[config.mk]
export PLATFORM = sky130hd
export DESIGN_NAME = capture_ctrl
export DESIGN_NICKNAME = d
export VERILOG_FILES = /design/src/rtl/capture_ctrl_pkg.sv /design/src/rtl/trig_detect.sv /design/src/rtl/capture_ctrl.sv
export SDC_FILE = /design/constraint.sdc
export NUM_CORES = 1
export LEC_CHECK = 0
export BUFFER_PORTS_ARGS = -buffer_cell sky130_fd_sc_hd__buf_2
export CAP_MARGIN = 20
export CELL_PAD_IN_SITES_DETAIL_PLACEMENT = 1
export CELL_PAD_IN_SITES_GLOBAL_PLACEMENT = 2
export CORE_ASPECT_RATIO = 2
export CORE_UTILIZATION = 33
export DETAILED_ROUTE_END_ITERATION = 10
export PLACE_DENSITY_LB_ADDON = 0.08
export SETUP_SLACK_MARGIN = 0.15
export SLEW_MARGIN = 25
export SYNTH_ARGS = -nofsm -noshare
export SYNTH_HDL_FRONTEND = slang
export SYNTH_SLANG_ARGS = --single-unit
[constraint.sdc]
create_clock -name clk -period 3.55 [get_ports clk]
set_input_delay 0.5325 -clock clk [delete_from_list [all_inputs] [get_ports clk]]
set_output_delay 0.5325 -clock clk [all_outputs]
set_load 0.02 [all_outputs]
[src/rtl/capture_ctrl_pkg.sv]
// Shared definitions for the waveform capture controller.
//   state_e  : capture state machine encoding (idle, armed, capturing, holding)
//   DefDepth : default samples per capture (display width in pixels)
//   DefH     : default display height in pixels
package capture_ctrl_pkg;

    typedef enum logic [1:0] {
        StIdle    = 2'd0,
        StArmed   = 2'd1,
        StCapture = 2'd2,
        StHold    = 2'd3
    } state_e;

    localparam int unsigned DefDepth = 100;
    localparam int unsigned DefH     = 100;

endpackage

[src/rtl/trig_detect.sv]
// Edge trigger detector: remembers the previously accepted sample and flags a
// threshold crossing on the current accepted sample.
// Ports:
//   clk, reset    : clock, synchronous active-high reset
//   clr           : invalidate the remembered sample (re-arm)
//   sample_valid  : sample strobe
//   sample        : current sample
//   trig_level    : threshold
//   trig_rising   : 1 = rising crossing, 0 = falling crossing
//   hit           : combinational, current accepted sample crosses the threshold
module trig_detect #(
    parameter int unsigned SAMPLE_W = 8
) (
    input  logic                clk,
    input  logic                reset,
    input  logic                clr,
    input  logic                sample_valid,
    input  logic [SAMPLE_W-1:0] sample,
    input  logic [SAMPLE_W-1:0] trig_level,
    input  logic                trig_rising,
    output logic                hit
);

    logic [SAMPLE_W-1:0] prev_q;
    logic                prev_valid_q;

    always_ff @(posedge clk) begin
        if (reset) begin
            prev_q       <= '0;
            prev_valid_q <= 1'b0;
        end else begin
            if (sample_valid) begin
                prev_q <= sample;
            end
            // A sample taken on the re-arm edge belongs to the old session and
            // must not serve as the reference for the new one.
            if (clr) begin
                prev_valid_q <= 1'b0;
            end else if (sample_valid) begin
                prev_valid_q <= 1'b1;
            end
        end
    end

    always_comb begin
        hit = 1'b0;
        if (sample_valid && prev_valid_q) begin
            if (trig_rising) begin
                hit = (prev_q < trig_level) && (sample >= trig_level);
            end else begin
                hit = (prev_q > trig_level) && (sample <= trig_level);
            end
        end
    end

endmodule

[src/rtl/capture_ctrl.sv]
// Oscilloscope-style capture controller. Waits for a trigger on the sample
// stream, writes DEPTH scaled samples into the back half of a double-buffered
// waveform RAM, then swaps buffers on the next vertical blank.
// Ports:
//   clk, reset        : clock, synchronous active-high reset
//   sample_valid      : sample strobe
//   sample            : unsigned ADC sample
//   trig_level        : trigger threshold
//   trig_rising       : 1 = rising-edge trigger, 0 = falling-edge trigger
//   auto_mode         : re-arm after each swap, force a trigger on timeout
//   arm               : single-shot arm pulse (only honoured when idle)
//   frame_start       : one-cycle pulse at start of vertical blank
//   wr_en/buf/addr/data : registered RAM write port (1-cycle latency)
//   disp_buf          : buffer currently shown by the display
//   busy              : controller not idle
//   done              : one-cycle pulse on buffer swap
module capture_ctrl
    import capture_ctrl_pkg::*;
#(
    parameter int unsigned DEPTH    = DefDepth,
    parameter int unsigned H        = DefH,
    parameter int unsigned SAMPLE_W = 8,
    parameter int unsigned ADDR_W   = 10,
    parameter int unsigned DATA_W   = 16,
    parameter int unsigned TIMEOUT  = 1000
) (
    input  logic                clk,
    input  logic                reset,
    input  logic                sample_valid,
    input  logic [SAMPLE_W-1:0] sample,
    input  logic [SAMPLE_W-1:0] trig_level,
    input  logic                trig_rising,
    input  logic                auto_mode,
    input  logic                arm,
    input  logic                frame_start,
    output logic                wr_en,
    output logic                wr_buf,
    output logic [ADDR_W-1:0]   wr_addr,
    output logic [DATA_W-1:0]   wr_data,
    output logic                disp_buf,
    output logic                busy,
    output logic                done
);

    localparam int unsigned CntW = (TIMEOUT > 1) ? $clog2(TIMEOUT) : 1;
    localparam logic [ADDR_W-1:0] LastIdx = ADDR_W'(DEPTH - 1);
    localparam logic [CntW-1:0]   LastCnt = CntW'(TIMEOUT - 1);

    state_e              state_q;
    logic [ADDR_W-1:0]   idx_q;
    logic [CntW-1:0]     tmo_q;
    logic                wr_en_q;
    logic                wr_buf_q;
    logic [ADDR_W-1:0]   wr_addr_q;
    logic [DATA_W-1:0]   wr_data_q;
    logic                disp_buf_q;
    logic                done_q;

    logic                hit;
    logic                tmo_hit;
    logic                trigger;
    logic                swap;
    logic                enter_armed;
    logic [31:0]         sample_ext;
    logic [DATA_W-1:0]   scaled;

    trig_detect #(
        .SAMPLE_W (SAMPLE_W)
    ) u_trig_detect (
        .clk          (clk),
        .reset        (reset),
        .clr          (enter_armed),
        .sample_valid (sample_valid),
        .sample       (sample),
        .trig_level   (trig_level),
        .trig_rising  (trig_rising),
        .hit          (hit)
    );

    // Row index counted from the top: sample 0 lands on the bottom row H.
    always_comb begin
        sample_ext = 32'(sample);
        if (sample_ext >= 32'(H)) begin
            scaled = '0;
        end else begin
            scaled = DATA_W'(32'(H) - sample_ext);
        end
    end

    assign tmo_hit = auto_mode && (tmo_q == LastCnt);
    assign trigger = (state_q == StArmed) && sample_valid && (hit || tmo_hit);
    // wr_en_q is high only in the first HOLD cycle (the final write), so a
    // frame_start coincident with that write is ignored.
    assign swap    = (state_q == StHold) && frame_start && !wr_en_q;

    always_comb begin
        enter_armed = 1'b0;
        case (state_q)
            StIdle:  enter_armed = arm | auto_mode;
            StHold:  enter_armed = swap & auto_mode;
            default: enter_armed = 1'b0;
        endcase
    end

    always_ff @(posedge clk) begin
        if (reset) begin
            state_q    <= StIdle;
            idx_q      <= '0;
            tmo_q      <= '0;
            wr_en_q    <= 1'b0;
            wr_buf_q   <= 1'b1;
            wr_addr_q  <= '0;
            wr_data_q  <= '0;
            disp_buf_q <= 1'b0;
            done_q     <= 1'b0;
        end else begin
            wr_en_q <= 1'b0;
            done_q  <= 1'b0;
            case (state_q)
                StIdle: begin
                    if (enter_armed) begin
                        state_q <= StArmed;
                        tmo_q   <= '0;
                    end
                end
                StArmed: begin
                    if (trigger) begin
                        wr_en_q   <= 1'b1;
                        wr_addr_q <= '0;
                        wr_data_q <= scaled;
                        idx_q     <= ADDR_W'(1);
                        state_q   <= (LastIdx == '0) ? StHold : StCapture;
                    end else if (sample_valid && auto_mode) begin
                        tmo_q <= tmo_q + CntW'(1);
                    end
                end
                StCapture: begin
                    if (sample_valid) begin
                        wr_en_q   <= 1'b1;
                        wr_addr_q <= idx_q;
                        wr_data_q <= scaled;
                        if (idx_q == LastIdx) begin
                            state_q <= StHold;
                        end else begin
                            idx_q <= idx_q + ADDR_W'(1);
                        end
                    end
                end
                StHold: begin
                    if (swap) begin
                        disp_buf_q <= ~disp_buf_q;
                        wr_buf_q   <= disp_buf_q;  // keeps wr_buf == ~disp_buf
                        done_q     <= 1'b1;
                        if (enter_armed) begin
                            state_q <= StArmed;
                            tmo_q   <= '0;
                        end else begin
                            state_q <= StIdle;
                        end
                    end
                end
                default: state_q <= StIdle;
            endcase
        end
    end

    assign wr_en    = wr_en_q;
    assign wr_buf   = wr_buf_q;
    assign wr_addr  = wr_addr_q;
    assign wr_data  = wr_data_q;
    assign disp_buf = disp_buf_q;
    assign done     = done_q;
    assign busy     = (state_q != StIdle);

endmodule
Yosys cells after proc, flatten, opt, wreduce, memory -nomap -nowiden

Cells that the tools add are included.

Bits in registers: 61
Input port bits: 23
Output and inout port bits: 31

Add/subtract/negate cells: 3
Order comparisons: 5
Equality and inequality tests: 13
Muxes and demuxes: 30
Bitwise operators: 4
Reductions and logical operators: 22

Operators by type and width:

| operator                                                                | count |
|---|---|
| 10-bit two-way mux                                                      | 9 |
| 16-bit two-way mux                                                      | 3 |
| 10-bit one-hot mux with 2 select lines                                  | 2 |
| 16-bit one-hot mux with 2 select lines                                  | 1 |
| 10-bit one-hot mux with 3 select lines                                  | 1 |
| 10-bit by 1-bit adder with 10-bit output (second input constant)        | 2 |
| 2-bit != test (second input constant)                                   | 7 |
| 10-bit equality test (second input constant)                            | 1 |
| 10-bit by 7-bit equality test with 1-bit output (second input constant) | 1 |
| 2-bit two-way mux                                                       | 5 |
| 1-bit logical AND                                                       | 9 |
| 7-bit by 8-bit subtractor with 9-bit output (first input constant)      | 1 |
| 8-bit by 7-bit >= comparator with 1-bit output (second input constant)  | 1 |
| 8-bit >= comparator                                                     | 1 |
| 8-bit greater-than comparator                                           | 1 |
| 8-bit <= comparator                                                     | 1 |
| 8-bit less-than comparator                                              | 1 |
| 2-bit one-hot mux with 4 select lines                                   | 1 |
| 4-bit AND reduction                                                     | 2 |
| 1-bit two-way mux                                                       | 6 |
| 5-bit AND reduction                                                     | 1 |
| 2-bit equality test (second input constant)                             | 2 |
| 1-bit one-hot mux with 2 select lines                                   | 2 |
| 2-bit nonzero test                                                      | 2 |
| 12 further kinds                                                        | 14 |

Logic depth before layout (Yosys ltp)

Gate-level depths: netlist (run 1).

Word-level depth: 8
Gate-level depth with buffers: 12

Cells and area by module

From an unflattened synthesis (run 1), not the netlist that was laid out.

Cell total of the unflattened synthesis: 378
Area, all modules: 3106.7 µm²

By module, submodules not included:

| module       | times used | cells each | area an instance (µm²) | seq. area each (µm²) |
|---|---|---|---|---|
| capture_ctrl | 1          | 293        | 2381.0                 | 900.9 |
| trig_detect  | 1          | 85         | 725.7                  | 180.2 |

Worst setup path before layout (run 1)

Ideal clock, no wire load.

Path kind: input-to-reg
Start point: input port trig_level[1]
End point: register idx_q[7]
Library setup time: 96 ps
Arrival time: 2606 ps
Required time: 3454 ps
Slack: 849 ps
Stages: 11
Buffers on the path: 1
Cells stage by stage: inv_1 > ha_1 > nor2b_1 > o211ai_1 > a21oi_1 > a2111o_1 > o21ai_2 > nor2_2 > or4_4 > buf_6 > o41ai_2

Word-level cells in the longest chain between the ends: 8
Elaborated cells between the ends (all ways): 12
Classes of those cells: order compare (4); eq/ne (1); mux (2); reduce/logical (5)

Ends and longest elaborated chain:

| item                                                        | RTL line                             | RTL |
|---|---|---|
| from (decl)                                                 | capture_ctrl.sv:31                   | `input logic [SAMPLE_W-1:0] trig_level,` |
| 8-bit greater-than comparator, or another cell as far along | trig_detect.sv:51                    | `hit = (prev_q > trig_level) && (sample <= trig_level);` |
| 1-bit logical AND, on equally long branches                 | trig_detect.sv:51, trig_detect.sv:49 |  |
| 1-bit two-way mux *                                         | trig_detect.sv:48                    | `if (trig_rising) begin` |
| 1-bit two-way mux *                                         | trig_detect.sv:47                    | `if (sample_valid && prev_valid_q) begin` |
| 1-bit logical OR *                                          | capture_ctrl.sv:91                   | `assign trigger = (state_q == StArmed) && sample_valid && (hit \|\| tmo_hit);` |
| 1-bit logical AND *                                         | capture_ctrl.sv:91                   |  |
| 2-bit != test (no source line) *                            | -                                    |  |
| 4-bit AND reduction (no source line) *                      | -                                    |  |
| to (signal assigned)                                        | capture_ctrl.sv:145                  | `idx_q <= idx_q + ADDR_W'(1);` |
| to (decl)                                                   | capture_ctrl.sv:50                   | `logic [ADDR_W-1:0] idx_q;` |

Every way passes the cells marked *; elsewhere a longest branch is shown, timed or not.
A chain may end at the register's enable or synchronous reset.

Final worst setup path (run 1)

Same ends and word-level chain as after synthesis.

==> flow_summary_export.csv, run 1 <==
group,metric,value,unit
worst_setup_path,critPathKind,"input port to flip-flop",
drt,drt-vias-per-instance,5.40,
drt,first_pass_iters,4,
global_route,grt_max_degree,45,
global_route,globalRouteTotalUtil,0.194,
outcome,status,"complete, no violations",
drt,ant_nets,0,
final_layout,finalNetCount,448,
worst_setup_path,cp.arrival,3.03,ns
logic_synthesis,synth.avg_cell_area,8.39,um^2
worst_setup_path,max_stage_delay,0.59,ns
placed_design,gp_congestion,0.814,
clock_tree,cts-htree-levels,2,
logic_synthesis,synth-edff-count,0,
floorplan,dieHeight,137,um
sta,worst_pin_slew,0.800,ns
worst_setup_path,critical_path_peak_fanout,15,
sta,finalSetupTns,0,ns
clock_tree,post-cts-setup-buffers,0,
global_route,antenna_found_initial,0,
clock_tree,clockBufferDepth,2,
run,maxCapViolCount,0,
final_layout,design_area,0.00348,mm^2
drt,wl_per_cell,17.2,um
pwr,irDropWorstVdd,0.203,mV
pwr,power_density,472,mW/mm^2
sta,skew,0.00602,ns
logic_synthesis,synth.distinct_cells,54,
worst_setup_path,path_cells,"buf_2, inv_1, ha_1, nor2b_1, o211ai_1, a21oi_1, a2111o_1, o21ai_2, nor2_2, or4_4, o41ai_2",
drt,vias,2725,
placed_design,placed_cell_area,0.00332,mm^2
global_route,grt_pass1_wl,14400,um
global_route,grt_overflow,0,
clock_tree,cts_buffers,5,
sta,period_needed,2.83,ns
drt,drt-met1-wl,3100,um
final_layout,drive_above_1_share,0.189,
clock_tree,hold_buffers,0,
logic_synthesis,yosys_warnings,0,
final_layout,layout_commonest_cell,"dfxtp_1",
clock_tree,path_clk_slew,0.07,ns
floorplan,die_w,69.7,um
logic_synthesis,syn_nets,406,
global_route,grt_pass1_vias,2853,
worst_setup_path,start_kind,"input port",
logic_synthesis,ys_async_sr_fraction,0,
logic_synthesis,yosys_most_used_dff,"dfxtp_1",
sta,maxSlewViolCount,0,
logic_synthesis,ys_seq_elements,54,
drt,finalWirelength,8660,um
clock_tree,cts_tree,"done",
clock_tree,clock_latency,0.30,ns
worst_setup_path,critPathRequiredTime,3.75,ns
sta,hold_ws,0.462,ns
worst_setup_path,endpoint_kind,"flip-flop",
sta,fmax,0.354,GHz
drt,wl_met2,5190,um
logic_synthesis,synth_seq_area_share,0.358,
logic_synthesis,synth_cells,360,
final_layout,syn_to_final_growth,15.0,%
drt,drcViolationCount,0,
clock_tree,cts_root_buf,"clkbuf_16",
drt,top_layer,"met4",
sta,hold_viol,0,
worst_setup_path,slowest_stage,"or4_4",
sta,relSlewSlack,0.466,
floorplan,initial_utilization,0.338,
final_layout,layout_common_cells,"dfxtp_1 (54), buf_2 (53), nor2_1 (34), inv_1 (28), nand2_1 (27)",
clock_tree,cts_resized,0,
worst_hold_path,holdCritPathClass,"flip-flop to flip-flop",
clock_tree,cts_sinks,54,
final_layout,antenna_cells,0,
floorplan,core_area,0.00895,mm^2
sta,rsz0062_at_grt,"no",
floorplan,rows,49,
placed_design,dpl.hpwl,6730,um
sta,finalCritPeriodShare,0.797,
sta,finalSetupViolCount,0,
pwr,cellLeakagePower,1.43,nW
drt,routed-wl-met3,196,um
logic_synthesis,synthesis.area,0.00302,mm^2
placed_design,port_buffers,53,
drt,first_iter_violations,45,
floorplan,fp.dieArea,0.00957,mm^2
floorplan,pin_count,54,
## flip-flops by register name, summed over array words and instances (netlist names)
register                    count
idx_q                          10
wr_addr                        10
done                            1
disp_buf                        1
u_trig_detect.prev_valid_q      1
state_q                         2
wr_data                         9
wr_buf                          1
u_trig_detect.prev_q            8
wr_en                           1
tmo_q                          10
## worst paths after layout
check	cells after the start	to	start	slack, ns
setup / recovery	11	idx_q[7]	trig_level[1]	0.72
hold / removal	1	wr_data[7]	wr_data[7]	0.46
hold reg to reg	1	wr_data[7]	wr_data[7]	0.46
setup reg to reg	9	idx_q[7]	u_trig_detect.prev_q[1]	0.78
## cell families (layout without fill, tap and decap cells)
kind of cell	count (synthesis)	count (layout)	synth area share
and+or+nand+nor	128	128	0.215
AOI/OAI and AO/OA	89	89	0.206
DFF	54	54	0.358
buffers and inverters	49	92	0.0733
adders and majority gates	23	23	0.0952
xor gates and xnor gates	9	9	0.0261
muxes	8	8	0.0265
## critical path: cells and delay by family
kind	cells	cell delay, ns
buffers and inverters	2	0.12
AOI/OAI and AO/OA	5	1.22
and+or+nand+nor	3	0.86
adders and majority gates	1	0.30
## report_power, final
group	internal (W)	leakage (nW)	total, W	switching [W]
combinational	0.000144	0.921	0.000458	0.000314
clock	0.000280	0.0729	0.000509	0.000229
sequential	0.000643	0.438	0.000672	0.0000288
## final cells by class
cell class,instances,area [um^2]
Sequential cell,54,1080
Inverter,28,105
Multi-Input combinational cell,257,1720
Clock buffer,6,139
Clock inverter,2,12.5
Tap cell,102,128
Fill cell,1090,5480
Timing Repair Buffer,56,288
## cells in the mapped netlist, drive strengths merged, types with 3 or more instances
master / instances / area (um^2)
a211oi: 3 / 22.5
a21oi: 16 / 83.8
a22o: 9 / 78.8
a311o: 4 / 40.0
a31oi: 4 / 25.0
buf: 12 / 82.6
clkbuf: 9 / 33.8
dfxtp: 54 / 1080
ha: 23 / 288
inv: 28 / 105
mux2i: 8 / 80.1
nand2: 27 / 101
nand2b: 8 / 50.1
nand3: 14 / 70.1
nand3b: 9 / 67.6
nand4: 7 / 43.8
nor2: 35 / 134
nor2b: 4 / 25.0
nor3: 8 / 40.0
nor4: 4 / 31.3
o211ai: 5 / 42.5
o21ai: 24 / 124
o31ai: 5 / 37.5
or2: 4 / 25.0
or3: 3 / 18.8
xnor2: 7 / 61.3
## routing by layer
metal	track usage	up-vias
li1	-	1363
met1	0.183	1316
met2	0.409	36
met3	0.0256	10
met4	0.0700	0
met5	0	-
## per-stage QoR
stage	power, W	worst slack [ns]	util	cells
after floorplan	0.00101	0.849	-	360
after global placement	0.00115	0.453	0.371	497
after detailed placement	0.00115	0.329	0.371	497
after CTS	0.00167	0.637	0.388	505
after global routing	0.00175	0.512	0.388	505
final	0.00164	0.722	0.388	505
(Power assumes the default switching activity.)
==> run 2, diff against run 1 <==
--- a/config.mk
+++ b/config.mk
@@ -10,7 +10,7 @@
 export CELL_PAD_IN_SITES_DETAIL_PLACEMENT = 1
 export CELL_PAD_IN_SITES_GLOBAL_PLACEMENT = 2
 export CORE_ASPECT_RATIO = 2
-export CORE_UTILIZATION = 33
+export CORE_UTILIZATION = 30
 export DETAILED_ROUTE_END_ITERATION = 10
 export PLACE_DENSITY_LB_ADDON = 0.08
 export SETUP_SLACK_MARGIN = 0.15
==> constraint.sdc (replaced) <==
create_clock -name clk -period 2.4 [get_ports clk]
set_input_delay 0.36 -clock clk [delete_from_list [all_inputs] [get_ports clk]]
set_output_delay 0.36 -clock clk [all_outputs]
set_load 0.02 [all_outputs]
==> run 2 against run 1 <==
  * Critical endpoint is now idx_q[9]
  * Critical path depth decreased by 2
  * Register-to-register slack got worse by 0.79 ns
  * Clock power is 42% higher
  * Cell count is 14% higher
  * Critical path type is now flip-flop to flip-flop
  * Die area increased by 9.8%
  * Utilization up 3.0 points
  * Wire length grew 12%
  * Global-route usage barely moved
  * Sequential share of layout area is 4.6 points lower
  * Power is 66% higher
  * Via count increased by 6.8%
  * Setup slack worse by 0.74 ns
  * The flow now finishes with violations (setup timing)
==> flow_summary_export.csv, run 2 (same netlist as run 1, synthesis figures left out) <==
group,metric,value,unit
placed_design,placed_cell_area,0.00369,mm^2
placed_design,port_buffers,53,
worst_setup_path,cp_top_family,"compound AO/OA/AOI/OAI gates",
worst_hold_path,holdCritPathClass,"input port to flip-flop",
global_route,globalRouteTotalUtil,0.194,
global_route,grt_pass1_vias,3060,
worst_setup_path,critPathRequiredTime,2.62,ns
final_layout,layout_common_cells,"dfxtp_1 (53), buf_2 (53), buf_4 (38), nor2_1 (33), nand2_1 (27)",
clock_tree,cts_root_buf,"clkbuf_16",
sta,hold_viol,0,
sta,finalCritPeriodShare,1.01,
clock_tree,cts_tree,"done",
worst_setup_path,path_cells,"ha_4, nor2b_4, o211ai_1, a21oi_2, a2111o_1, o21ai_4, nor2_4, or4_4, o31ai_1",
final_layout,syn_to_final_growth,35.1,%
floorplan,rows,51,
global_route,antenna_found_initial,0,
pwr,irDropWorstVdd,0.393,mV
floorplan,die_w,73.0,um
worst_setup_path,max_stage_delay,0.51,ns
sta,fmax,0.414,GHz
drt,drt-vias-per-instance,5.04,
floorplan,core_area,0.00976,mm^2
sta,finalSetupViolCount,1,
final_layout,design_area,0.00408,mm^2
worst_setup_path,critPathKind,"flip-flop to flip-flop",
drt,finalWirelength,9670,um
final_layout,antenna_cells,0,
sta,finalSetupTns,-0.0143,ns
final_layout,finalNetCount,491,
sta,period_needed,2.41,ns
global_route,grt_pass1_wl,15300,um
worst_setup_path,start_kind,"flip-flop",
sta,relSlewSlack,0.751,
drt,drcViolationCount,0,
floorplan,fp.dieArea,0.0105,mm^2
global_route,grt_max_degree,37,
sta,skew,0.00758,ns
global_route,grt_overflow,0,
outcome,violations,"setup timing",
floorplan,initial_utilization,0.309,
drt,ant_nets,0,
clock_tree,clock_latency,0.30,ns
sta,postLayoutSetupSlackWorst,-0.0143,ns
clock_tree,clockBufferDepth,2,
worst_setup_path,path_buf_inv,0,
drt,first_pass_iters,4,
sta,rsz0062_at_grt,"yes",
worst_setup_path,reg2reg_slack,-0.01,ns
floorplan,dieHeight,144,um
worst_setup_path,slowest_stage,"or4_4",
drt,vias,2910,
clock_tree,cts_sinks,54,
floorplan,pin_count,54,
placed_design,dpl.hpwl,7500,um
worst_setup_path,critical_path_peak_fanout,8,
sta,maxSlewViolCount,0,
sta,worst_pin_slew,0.370,ns
clock_tree,path_clk_slew,0.07,ns
worst_setup_path,endpoint_kind,"flip-flop",
sta,hold_ws,0.418,ns
clock_tree,cts-htree-levels,2,
drt,first_iter_violations,41,
pwr,cellLeakagePower,1.67,nW
clock_tree,cts_buffers,5,
final_layout,finish.utilization,0.418,
placed_design,gp_congestion,0.749,
final_layout,drive_above_1_share,0.330,
outcome,status,"finished with violations",
pwr,power_density,667,mW/mm^2
pwr,total_power,0.00272,W
worst_setup_path,cp.arrival,2.63,ns
run,maxCapViolCount,0,
drt,wl_per_cell,16.8,um
-- run 2: cell count changes in the layout (fill, tap and decap cells not counted), sizes merged --
cell      change
buf          +43
clkbuf        -1
clkinv        +1
clkinvlp      -1
-- run 2: path summary, 6_finish.rpt --
kind                           start    endpoint  depth (start not counted)
max          u_trig_detect.prev_q[1]    idx_q[9]                          9
min                            reset    idx_q[1]                          2
max reg2reg  u_trig_detect.prev_q[1]    idx_q[9]                          9
min reg2reg               wr_data[7]  wr_data[7]                          1
-- run 2: what timing repair did --
action                                  CTS  global route
buffers inserted                          3             8
endpoints found under the setup margin   40            42
hold buffers                              0             0
endpoints found under the hold margin     0             0
gates resized for setup                  20            18
pin swaps                                 4             6
cloned                                    0             1
-- run 2: worst register-to-register path, delay by kind of cell, from the launching register on --
| family | cells | cell delay, ns |
|---|---|---|
| AO/OA/AOI/OAI | 5 | 1.09 |
| AND/OR/NAND/NOR | 3 | 0.68 |
| flip-flops | 1 | 0.34 |
| adder cells (fa/ha/maj) | 1 | 0.23 |
-- run 2: area by class of cell --
class,count,area [um^2]
repair buffers,99,653
fillers,1177,5680
clock inverters,2,10.0
flip-flops and latches,54,1080
well taps,132,165
inverters,28,118
multi-input cells,257,1930
clock buffers,5,125
-- run 2: routing by layer --
layer	vias to the layer above	wire, um	part of all wire	GRT usage
met5	-	0	0	0
met4	0	332	0.034	0.0908
met3	19	214	0.022	0.0203
met2	48	5860	0.61	0.405
met1	1389	3270	0.34	0.174
li1	1454	-	-	-
-- run 2: metrics by stage --
step | std cells | setup WS, ns
global route | 577 | -0.168
CTS | 568 | -0.0215
detailed placement | 558 | -0.267
global placement | 558 | -0.208
finish | 577 | -0.0143
floorplan | 360 | 0.0648
-- run 2: report_power, final --
part           total, W  switching (W)  internal [W]  leakage, nW
Sequential     0.000997      0.0000454      0.000952        0.438
Clock          0.000721       0.000343      0.000379       0.0694
Combinational   0.00100       0.000591      0.000412         1.16
==> run 3, diff against run 2 <==
--- a/config.mk
+++ b/config.mk
@@ -9,7 +9,6 @@
 export CAP_MARGIN = 20
 export CELL_PAD_IN_SITES_DETAIL_PLACEMENT = 1
 export CELL_PAD_IN_SITES_GLOBAL_PLACEMENT = 2
-export CORE_ASPECT_RATIO = 2
 export CORE_UTILIZATION = 30
 export DETAILED_ROUTE_END_ITERATION = 10
 export PLACE_DENSITY_LB_ADDON = 0.08
@@ -18,3 +17,4 @@
 export SYNTH_ARGS = -nofsm -noshare
 export SYNTH_HDL_FRONTEND = slang
 export SYNTH_SLANG_ARGS = --single-unit
+export TNS_END_PERCENT = 1
==> run 3 against run 2 <==
  * Sequential cell count unchanged
  * Critical endpoint unchanged
  * Maximum frequency decreased by 0.83%
  * Sequential share of layout area rose by 1.7 points
  * The run still ends with setup timing left
  * Power decreased by 8.6%
  * Count of clock-buffer cells in the layout unchanged
  * Combinational power decreased by 18%
  * Largest power group is now registers
==> flow_summary_export.csv, run 3 (same netlist as run 1, synthesis figures left out) <==
group,metric,value,unit
global_route,met3_usage,0.0287,
final_layout,finish.utilization,0.392,
worst_setup_path,slowest_stage,"or4_4",
global_route,globalRouteTotalUtil,0.172,
worst_setup_path,critPathKind,"flip-flop to flip-flop",
drt,first_iter_violations,56,
global_route,grt_pass1_wl,14000,um
sta,finalSetupViolCount,7,
clock_tree,hold_buffers,0,
worst_setup_path,r2r_start,"u_trig_detect.prev_q[1]",
outcome,status,"finished with violations",
drt,drcViolationCount,0,
sta,period_needed,2.43,ns
outcome,violations,"setup timing",
floorplan,pin_count,54,
worst_hold_path,hold_depth,4,
clock_tree,cts_tree,"done",
final_layout,syn_to_final_growth,26.8,%
clock_tree,cts_sinks,54,
drt,finalWirelength,8360,um
run,maxCapViolCount,0,
global_route,antenna_found_initial,0,
final_layout,layout_common_cells,"dfxtp_1 (53), buf_2 (53), nor2_1 (33), buf_4 (32), nand2_1 (27)",
sta,postLayoutSetupSlackWorst,-0.0346,ns
worst_setup_path,reg2reg_slack,-0.03,ns
sta,skew,0.00663,ns
worst_hold_path,min_from,"sample[0]",
sta,hold_viol,0,
final_layout,finalNetCount,479,
worst_hold_path,holdCritPathClass,"input port to flip-flop",
placed_design,dpl.hpwl,6580,um
worst_setup_path,critPathRequiredTime,2.64,ns
sta,rsz0062_at_grt,"yes",
floorplan,dieHeight,102,um
drt,first_pass_iters,4,
worst_setup_path,max_stage_delay,0.57,ns
worst_setup_path,critical_path_peak_fanout,8,
sta,finalSetupTns,-0.175,ns
floorplan,rows,36,
worst_setup_path,r2r-end,"idx_q[9]",
clock_tree,cts-htree-levels,2,
global_route,use_met1,0.215,
clock_tree,cts_buffers,5,
drt,drt-vias-per-instance,4.94,
global_route,grt_max_degree,27,
floorplan,die_w,102,um
clock_tree,path_clk_slew,0.11,ns
sta,relSlewSlack,0.660,
clock_tree,clockBufferDepth,2,
drt,wl_per_cell,14.8,um
global_route,grt.busiest_layer,"met2",
sta,maxSlewViolCount,0,
pwr,irDropWorstVdd,0.224,mV
floorplan,initial_utilization,0.309,
sta,worst_pin_slew,0.510,ns
floorplan,core_area,0.00977,mm^2
drt,ant_nets,0,
worst_setup_path,r2r_cells,9,
worst_setup_path,endpoint_kind,"flip-flop",
clock_tree,clock_latency,0.32,ns
sta,fmax,0.411,GHz
pwr,power_density,649,mW/mm^2
global_route,grt_pass1_vias,2865,
placed_design,gp_congestion,0.735,
worst_setup_path,start_kind,"flip-flop",
final_layout,antenna_cells,0,
sta,finalCritPeriodShare,1.01,
pwr,cellLeakagePower,1.58,nW
global_route,grt_overflow,0,
worst_setup_path,path_cells,"ha_4, nor2b_1, o211ai_1, a21oi_2, a2111o_1, o21ai_4, nor2_2, or4_4, o31ai_1",
floorplan,fp.dieArea,0.0105,mm^2
global_route,met2_usage,0.308,
worst_hold_path,hold-path-endpoint,"u_trig_detect.prev_q[0]",
drt,vias,2800,
clock_tree,cts_root_buf,"clkbuf_8",
worst_setup_path,cp.arrival,2.68,ns
final_layout,drive_above_1_share,0.288,
placed_design,port_buffers,53,
## run 3: worst max-delay path by stage
stage | startpoint | end | slack (ns)
2_1_floorplan | trig_level[1] | idx_q[7] | 0.06
3_3_place_gp | trig_level[1] | wr_data[7] | -0.18
3_5_place_dp | trig_level[1] | idx_q[8] | -0.24
4_1_cts | u_trig_detect.prev_q[1] | idx_q[9] | -0.02
5_1_grt | u_trig_detect.prev_q[1] | idx_q[4] | -0.16
6_report | u_trig_detect.prev_q[1] | idx_q[9] | -0.03
## run 3: worst max-delay path, delay by kind of cell (launching register included)
kind            cells  cell delay [ns]
fa+ha+maj           1             0.24
simple gates        3             0.76
flops               1             0.36
compound gates      5             1.01
## run 3: per-layer routing
metal,share of wire,vias to the layer above
met3,0.023,6
met2,0.49,35
met5,0,-
li1,-,1430
met1,0.48,1329
met4,0.0087,0
## run 3: power by group
| group | internal, W | total [W] | switching, W |
|---|---|---|---|
| Combinational | 0.000327 | 0.000819 | 0.000492 |
| Clock | 0.000319 | 0.000671 | 0.000352 |
| Sequential | 0.000952 | 0.000996 | 0.0000445 |
| Total | 0.00160 | 0.00249 | 0.000888 |
## run 3: per-stage QoR
step	instance area, um^2	std cells	worst slack [ns]	hold slack, ns	power (W)
6_report	3830	567	-0.0346	0.414	0.00249
5_1_grt	3830	567	-0.163	0.429	0.00266
4_1_cts	3800	566	-0.0198	0.396	0.00251
3_5_place_dp	3670	558	-0.235	0.445	0.00182
3_3_place_gp	3670	558	-0.175	0.445	0.00181
2_1_floorplan	3110	360	0.0643	0.460	0.00151
## run 3: what timing repair did
item	4_1_cts	5_1_grt
setup endpoints to repair	33	40
pin swaps	1	5
resized for setup	3	7
cloned	0	0
setup buffers	0	1
## run 3: cell type report
cell class	instances	area, um^2
Sequential cell	54	1080
Inverter	28	118
Clock inverter	3	47.5
Tap cell	133	166
Timing Repair Buffer	87	528
Multi-Input combinational cell	257	1820
Clock buffer	5	68.8
Fill cell	1201	5940
